===== src/rtl/id_ex_pipe_pkg.sv =====
// rtl/id_ex_pipe_pkg.sv - shared widths and control-word bit order for ID/EX
package id_ex_pipe_pkg;

    localparam int DEF_DATA_W     = 32;
    localparam int DEF_REG_ADDR_W = 5;
    localparam int DEF_ALUOP_W    = 8;
    localparam int DEF_CNT_W      = 16;

    // Control word is {regDst,branch,memRead,memToReg,memWrite,aluSrc,regWrite,aluOp};
    // offsets below are added to ALUOP_W to locate each single-bit flag.
    localparam int CTRL_BITS     = 7;
    localparam int CW_REG_WRITE  = 0;
    localparam int CW_ALU_SRC    = 1;
    localparam int CW_MEM_WRITE  = 2;
    localparam int CW_MEM_TO_REG = 3;
    localparam int CW_MEM_READ   = 4;
    localparam int CW_BRANCH     = 5;
    localparam int CW_REG_DST    = 6;

endpackage


===== src/rtl/id_ex_pipe_hazard_detect.sv =====
// rtl/id_ex_pipe_hazard_detect.sv - combinational load-use hazard and IF/ID stall
module hazard_detect
    import id_ex_pipe_pkg::*;
#(
    parameter int REG_ADDR_W = DEF_REG_ADDR_W
) (
    input  logic                  reset,
    input  logic                  ex_valid,
    input  logic                  ex_mem_read,
    input  logic [REG_ADDR_W-1:0] ex_rt,
    input  logic                  id_valid,
    input  logic [REG_ADDR_W-1:0] id_rs,
    input  logic [REG_ADDR_W-1:0] id_rt,
    input  logic                  ex_hold,
    input  logic                  flush,
    output logic                  hz,
    output logic                  stall
);

    // $0 is hardwired zero, so a load targeting it never produces a dependency.
    assign hz = ex_valid & ex_mem_read & id_valid & (ex_rt != '0)
              & ((ex_rt == id_rs) | (ex_rt == id_rt));

    assign stall = ~reset & (ex_hold | (hz & ~flush));

endmodule


===== src/rtl/id_ex_pipe.sv =====
// rtl/id_ex_pipe.sv - ID/EX pipeline register with load-use bubble, hold and flush
module id_ex_pipe
    import id_ex_pipe_pkg::*;
#(
    parameter int DATA_W     = DEF_DATA_W,
    parameter int REG_ADDR_W = DEF_REG_ADDR_W,
    parameter int ALUOP_W    = DEF_ALUOP_W,
    parameter int CNT_W      = DEF_CNT_W
) (
    input  logic                  clk,
    input  logic                  reset,
    input  logic                  idValid,
    input  logic                  regDst,
    input  logic                  branch,
    input  logic                  memRead,
    input  logic                  memToReg,
    input  logic                  memWrite,
    input  logic                  aluSrc,
    input  logic                  regWrite,
    input  logic [ALUOP_W-1:0]    aluOp,
    input  logic [REG_ADDR_W-1:0] idRs,
    input  logic [REG_ADDR_W-1:0] idRt,
    input  logic [REG_ADDR_W-1:0] idRd,
    input  logic [DATA_W-1:0]     idRead1,
    input  logic [DATA_W-1:0]     idRead2,
    input  logic [DATA_W-1:0]     idImm,
    input  logic [DATA_W-1:0]     idPc,
    input  logic                  exHold,
    input  logic                  flush,
    output logic                  exValid,
    output logic                  exRegDst,
    output logic                  exBranch,
    output logic                  exMemRead,
    output logic                  exMemToReg,
    output logic                  exMemWrite,
    output logic                  exAluSrc,
    output logic                  exRegWrite,
    output logic [ALUOP_W-1:0]    exAluOp,
    output logic [REG_ADDR_W-1:0] exRs,
    output logic [REG_ADDR_W-1:0] exRt,
    output logic [REG_ADDR_W-1:0] exRd,
    output logic [DATA_W-1:0]     exRead1,
    output logic [DATA_W-1:0]     exRead2,
    output logic [DATA_W-1:0]     exImm,
    output logic [DATA_W-1:0]     exPc,
    output logic                  stallIfId,
    output logic [CNT_W-1:0]      bubbleCnt
);

    localparam int CW_W = ALUOP_W + CTRL_BITS;

    logic [CW_W-1:0]       ctrl_in, ctrl_d, ctrl_q;
    logic                  valid_d, valid_q;
    logic [REG_ADDR_W-1:0] rs_d, rs_q, rt_d, rt_q, rd_d, rd_q;
    logic [DATA_W-1:0]     read1_d, read1_q, read2_d, read2_q;
    logic [DATA_W-1:0]     imm_d, imm_q, pc_d, pc_q;
    logic [CNT_W-1:0]      cnt_d, cnt_q;
    logic                  hz;

    assign ctrl_in = {regDst, branch, memRead, memToReg, memWrite, aluSrc, regWrite, aluOp};

    hazard_detect #(.REG_ADDR_W(REG_ADDR_W)) u_hazard_detect (
        .reset       (reset),
        .ex_valid    (valid_q),
        .ex_mem_read (ctrl_q[ALUOP_W+CW_MEM_READ]),
        .ex_rt       (rt_q),
        .id_valid    (idValid),
        .id_rs       (idRs),
        .id_rt       (idRt),
        .ex_hold     (exHold),
        .flush       (flush),
        .hz          (hz),
        .stall       (stallIfId)
    );

    // Hold > flush > bubble > capture. Data fields are left alone on flush/bubble
    // since nothing downstream looks at them while exValid is low.
    always_comb begin
        valid_d = valid_q;
        ctrl_d  = ctrl_q;
        rs_d    = rs_q;
        rt_d    = rt_q;
        rd_d    = rd_q;
        read1_d = read1_q;
        read2_d = read2_q;
        imm_d   = imm_q;
        pc_d    = pc_q;
        cnt_d   = cnt_q;
        if (exHold) begin
            valid_d = valid_q;
        end else if (flush) begin
            valid_d = 1'b0;
            ctrl_d  = '0;
        end else if (hz) begin
            valid_d = 1'b0;
            ctrl_d  = '0;
            cnt_d   = (&cnt_q) ? cnt_q : cnt_q + CNT_W'(1);
        end else begin
            valid_d = idValid;
            ctrl_d  = idValid ? ctrl_in : '0;
            rs_d    = idRs;
            rt_d    = idRt;
            rd_d    = idRd;
            read1_d = idRead1;
            read2_d = idRead2;
            imm_d   = idImm;
            pc_d    = idPc;
        end
    end

    always_ff @(posedge clk or posedge reset) begin
        if (reset) begin
            valid_q <= 1'b0;
            ctrl_q  <= '0;
            rs_q    <= '0;
            rt_q    <= '0;
            rd_q    <= '0;
            read1_q <= '0;
            read2_q <= '0;
            imm_q   <= '0;
            pc_q    <= '0;
            cnt_q   <= '0;
        end else begin
            valid_q <= valid_d;
            ctrl_q  <= ctrl_d;
            rs_q    <= rs_d;
            rt_q    <= rt_d;
            rd_q    <= rd_d;
            read1_q <= read1_d;
            read2_q <= read2_d;
            imm_q   <= imm_d;
            pc_q    <= pc_d;
            cnt_q   <= cnt_d;
        end
    end

    assign exValid    = valid_q;
    assign exRegDst   = ctrl_q[ALUOP_W+CW_REG_DST];
    assign exBranch   = ctrl_q[ALUOP_W+CW_BRANCH];
    assign exMemRead  = ctrl_q[ALUOP_W+CW_MEM_READ];
    assign exMemToReg = ctrl_q[ALUOP_W+CW_MEM_TO_REG];
    assign exMemWrite = ctrl_q[ALUOP_W+CW_MEM_WRITE];
    assign exAluSrc   = ctrl_q[ALUOP_W+CW_ALU_SRC];
    assign exRegWrite = ctrl_q[ALUOP_W+CW_REG_WRITE];
    assign exAluOp    = ctrl_q[ALUOP_W-1:0];
    assign exRs       = rs_q;
    assign exRt       = rt_q;
    assign exRd       = rd_q;
    assign exRead1    = read1_q;
    assign exRead2    = read2_q;
    assign exImm      = imm_q;
    assign exPc       = pc_q;
    assign bubbleCnt  = cnt_q;

endmodule


===== config.mk =====
export PLATFORM = sky130hd
export DESIGN_NAME = id_ex_pipe
export DESIGN_NICKNAME = d
export VERILOG_FILES = /design/src/rtl/id_ex_pipe_pkg.sv /design/src/rtl/id_ex_pipe_hazard_detect.sv /design/src/rtl/id_ex_pipe.sv
export SDC_FILE = /design/constraint.sdc
export NUM_CORES = 1
export LEC_CHECK = 0
export ABC_AREA = 1
export CAP_MARGIN = 20
export CORE_MARGIN = 5
export CORE_UTILIZATION = 45
export CTS_CLUSTER_DIAMETER = 80
export CTS_CLUSTER_SIZE = 30
export DETAILED_ROUTE_END_ITERATION = 6
export PLACE_DENSITY = 0.85
export SLEW_MARGIN = 10
export SYNTH_ARGS = -nofsm -noshare
export SYNTH_HDL_FRONTEND = slang
export SYNTH_SLANG_ARGS = --single-unit

===== constraint.sdc =====
create_clock -name clk -period 15.2 [get_ports clk]
set_input_delay 4.56 -clock clk [delete_from_list [all_inputs] [get_ports clk]]
set_output_delay 4.56 -clock clk [all_outputs]
set_load 0.01 [all_outputs]

==> Word-level counts from Yosys, hierarchy flattened <==
Cells that the tools add are included.
{ "totals": {"regBits": 175, "inputBits": 163, "out_inout_bits": 176, "wordCells": 35} }
{ "classes": {"n_addsub": 1, "eq_ne": 2, "n_mux": 5, "bitwise_logic": 13, "reduce_logical": 4} }
{ "ops": {"columns": ["cell", "n"], "rows": [
  ["$mux 15", 3],
  ["$add 16x1->16 const B", 1],
  ["$reduce_and 16->1", 1],
  ["$eq 5x5->1", 2],
  ["$and 1x1->1", 6],
  ["$not 1->1", 5],
  ["$reduce_bool 5->1", 1],
  ["$reduce_and 4->1", 1],
  ["$reduce_and 3->1", 1],
  ["$mux 1", 2],
  ["$or 1x1->1", 2]
]} }

==> Longest topological paths before layout <==
{ "logic_depth": {"ltp_word": 7, "mapped_depth": 12, "depth_no_buf": 10} }

==> Hierarchy <==
A second synthesis with hierarchy kept.
{ "hier_totals": {"cells_unflattened": 883, "area_unflattened_um2": 7199.4} }
{ "modules_own_cells": {"columns": ["mod", "n_inst", "cells_each", "area_per_inst_um2"], "rows": [
  ["id_ex_pipe", 1, 828, 6964.2],
  ["hazard_detect", 1, 55, 235.2]
]} }

==> Worst setup path after synthesis <==
OpenSTA, ideal clock, no wires.
{ "synth_path": {"path_kind": "input to output", "startpoint": "input port idValid", "endpoint": "output port stallIfId", "arrival_time_ps": 5294, "required_ps": 10640, "setup_slack_ps": 5346, "cell_stages": 7, "path_buffers": 1, "cell_sequence": "buf_2 nand2_1 nor2_1 o21ai_0 inv_2 nand3_1 a21oi_1"} }
{ "synth_between": {"elab_chain_cells": 6} }
{ "synth_lines": {"columns": ["element", "line_no", "source"], "rows": [
  ["start: declaration", "id_ex_pipe.sv:12", "input logic idValid,"],
  ["$and 1x1->1 (2 in series)", "id_ex_pipe_hazard_detect.sv:21", "assign hz = ex_valid & ex_mem_read & id_valid & (ex_rt != '0)"],
  ["$and 1x1->1", "id_ex_pipe_hazard_detect.sv:22", "& ((ex_rt == id_rs) | (ex_rt == id_rt));"],
  ["$and 1x1->1", "id_ex_pipe_hazard_detect.sv:24", "assign stall = ~reset & (ex_hold | (hz & ~flush));"],
  ["$or 1x1->1", "id_ex_pipe_hazard_detect.sv:24", null],
  ["$and 1x1->1", "id_ex_pipe_hazard_detect.sv:24", null],
  ["end: declaration", "id_ex_pipe.sv:46", "output logic stallIfId,"]
]} }
No other way between the ends.

==> Final worst setup path <==
Same ends and word-level chain as after synthesis.

==> impl_metrics.toml <==
[synthesis]
synthFlopType = "dfrtp_1"
synth.largest_area_cell = "dfrtp_1"
synth_cell_types = 24
ys_top_cells_by_area = "dfrtp_1, nand2_1, nand3_1, buf_2, inv_1"
synth_common_cells = "nand2_1, dfrtp_1, nand3_1, inv_1, buf_2"
async_reset_ff_share_pct = 100
synthCells = 875
synth.most_common_cell = "nand2_1"
synth.top_cell.area_share_pct = 58.8
synth_edf_count = 0
yosysWarnings = 0
synth_area_mm2 = 0.00745
ys_ff_latch = 175
synth_area_per_cell_um2 = 8.52
syn_nets = 1039
synth_seq_area_share_pct = 58.8

[worst_setup_path]
start_kind = "input pin"
cp.required_ps = 10640
critPathMaxFanout = 17
critPathBufInv = 3
worstSetupPathType = "input pin to output pin"
cp.arrival_ps = 6600
cp_top_family = "buffers and inverters"
crit_chain = "clkdlybuf4s50_1, nand2_1, nor2_1, o21ai_0, inv_2, nand3_1, a21oi_1, clkdlybuf4s50_1"
cp_common_cell = "clkdlybuf4s50_1"
end_kind = "output pin"
critPathSlowestCell = "clkdlybuf4s50_1"
cpPeakStageDelay_ps = 820

[clocking]
root_buffer = "clkbuf_16"
cts_inserted_buffers = 17
clk_pin_slew_ps = 70
cts_resized = 0
clk_latency_ps = 420
clock_path_buffers = 2
post_cts_buffers = 0
htree_levels = 4
clock-sinks = 175
cts_tree = "built"
cts_hold_buf = 0

[die]
fp-row-count = 47
core_mm2 = 0.0164
start_util_pct = 45.4
io_pins = 339
die-height_um = 139
fp.dieW_um = 139
die_area_mm2 = 0.0192

[timing]
finalSetupTns_ps = 0
setup_viol = 0
min_period_ps = 11160
skew_ps = 9.78
worst_pin_slew_ps = 1050
whs_ps = 467
final-max-slew-violation-count = 0
timing.fmax_mhz = 89.6
rsz0062_at_grt = "no"
slew_headroom_pct = 30.1
finalCritPeriodShare_pct = 73.4
hold_viol_final = 0

[pwr]
ir_drop_mv = 0.0723
power_density_mw_per_mm2 = 109
p_leak_nw = 5.51

[drt]
antenna_left = 0
drt_iter0_markers = 436
drc = 0
vias = 7061
vias_per_cell = 4.99
wl_per_cell_um = 16.5
dr.pass1.iters = 5
totalWireLength_um = 23400

[cells_and_area]
layout.nets = 1347
drive_gt1_share_pct = 4.18
syn_to_final_growth_pct = 53.6
fin_util_pct = 69.8
n_antenna_cell = 0

[global_route]
antenna_found_initial = 1
grt-ovfl-total = 0
grt_use_total_pct = 23.8
grt_pass1_wl_um = 36900
grt_pass1_vias = 7011
grt_start_max_net_pins = 108

[placement]
gp_congestion = 0.872
portBuffers = 338
place_hpwl_um = 16500

[min_path]
hold_class = "flop to flop"

[outcome]
status = "finished clean"

[job]
cap_violations = 0
## worst paths after layout
| check | slack (ps) | startpoint | cells past startpoint | end |
|---|---|---|---|---|
| worst max-delay path | 4040 | idValid | 8 | stallIfId |
| worst min-delay path | 470 | exRead1[25] | 2 | exRead1[25] |
| worst max register to register | 11890 | exRt[1] | 11 | exImm[15] |
| worst min register to register | 470 | exRead1[25] | 2 | exRead1[25] |
| max in group asynchronous | 8980 | reset | 3 | exRead2[11] |
| min in group asynchronous | 4790 | reset | 2 | exRs[1] |
## worst register-to-register path, cell delays in order, from the launching register on
cell	delay [ps]
dfrtp_1	470
inv_2	100
nand2_1	70
nand2_1	50
nor2_1	170
nand3_1	110
nand2_2	150
nand2_4	290
nand2_4	720
buf_4	820
nand2_1	200
nand2_1	100
## cells in the final DEF, fill, tap and decap left out
master and instances:
nor3_1 4, nor2_4 1, nand2_2 1, clkdlybuf4s50_1 338
nand4_1 2, xor2_1 9, nand3b_1 2, xnor2_1 5
clkinvlp_4 1, clkbuf_16 17, ha_1 1, nand2_4 2
nor2_1 18, nand4_2 1, o21ai_1 16, clkinv_4 4
inv_6 6, bufinv_16 2, inv_2 6, nand2_1 396
dfrtp_1 175, o21ai_0 10, clkinv_2 2, inv_1 22
nor3_2 1, clkbuf_1 1, nand3_1 146, buf_4 5
nor2_2 1, a21oi_1 1
## power breakdown
| part | switching [mW] | leakage, nW | internal [mW] |
|---|---|---|---|
| clock network | 0.191 | 0.286 | 0.245 |
| registers | 0.0298 | 2.21 | 0.516 |
| logic | 0.114 | 3.02 | 0.146 |
## sequential cells by signal (all words and copies together), names as in the netlist
register   count
bubbleCnt     16
ctrl_q        15
exImm         32
exPc          32
exRd           5
exRead1       32
exRead2       32
exRs           5
exRt           5
exValid        1
## per-stage QoR
stage | total power, mW | worst slack [ps] | instance area, um^2 | std cells
global route | 1.30 | 3920 | 11400 | 1416
finish | 1.24 | 4040 | 11400 | 1416
CTS | 1.25 | 4060 | 11400 | 1416
detailed placement | 0.817 | 4070 | 10900 | 1384
floorplan | 0.646 | 5350 | 7450 | 875
global placement | 0.810 | 4070 | 10900 | 1384
## kinds of logic (layout without fill, tap and decap cells)
kind of cell / count (synthesis) / in the layout / share of synthesized area [%]
compound gates: 27 / 27 / 1.81
xor+xnor: 14 / 14 / 1.65
fa+ha+maj: 1 / 1 / 0.168
buf+inv: 83 / 404 / 5.66
flops: 175 / 175 / 58.8
simple gates: 575 / 575 / 32.0
## cell type report
class | instances | area [um^2]
well taps | 220 | 275
repair buffers | 343 | 3420
flip-flops and latches | 175 | 4380
inverters | 29 | 114
fillers | 1235 | 4960
clock inverters | 14 | 156
clock buffers | 18 | 429
multi-input cells | 617 | 2670
## routing by layer
layer	vias up	GRT usage, %	routed length [um]
li1	3380	-	-
met1	3350	28.8	9210
met2	276	40.0	11600
met3	53	6.76	1800
met4	2	9.94	807
met5	-	0	10
Note: power is estimated with default switching activity, not from simulation.
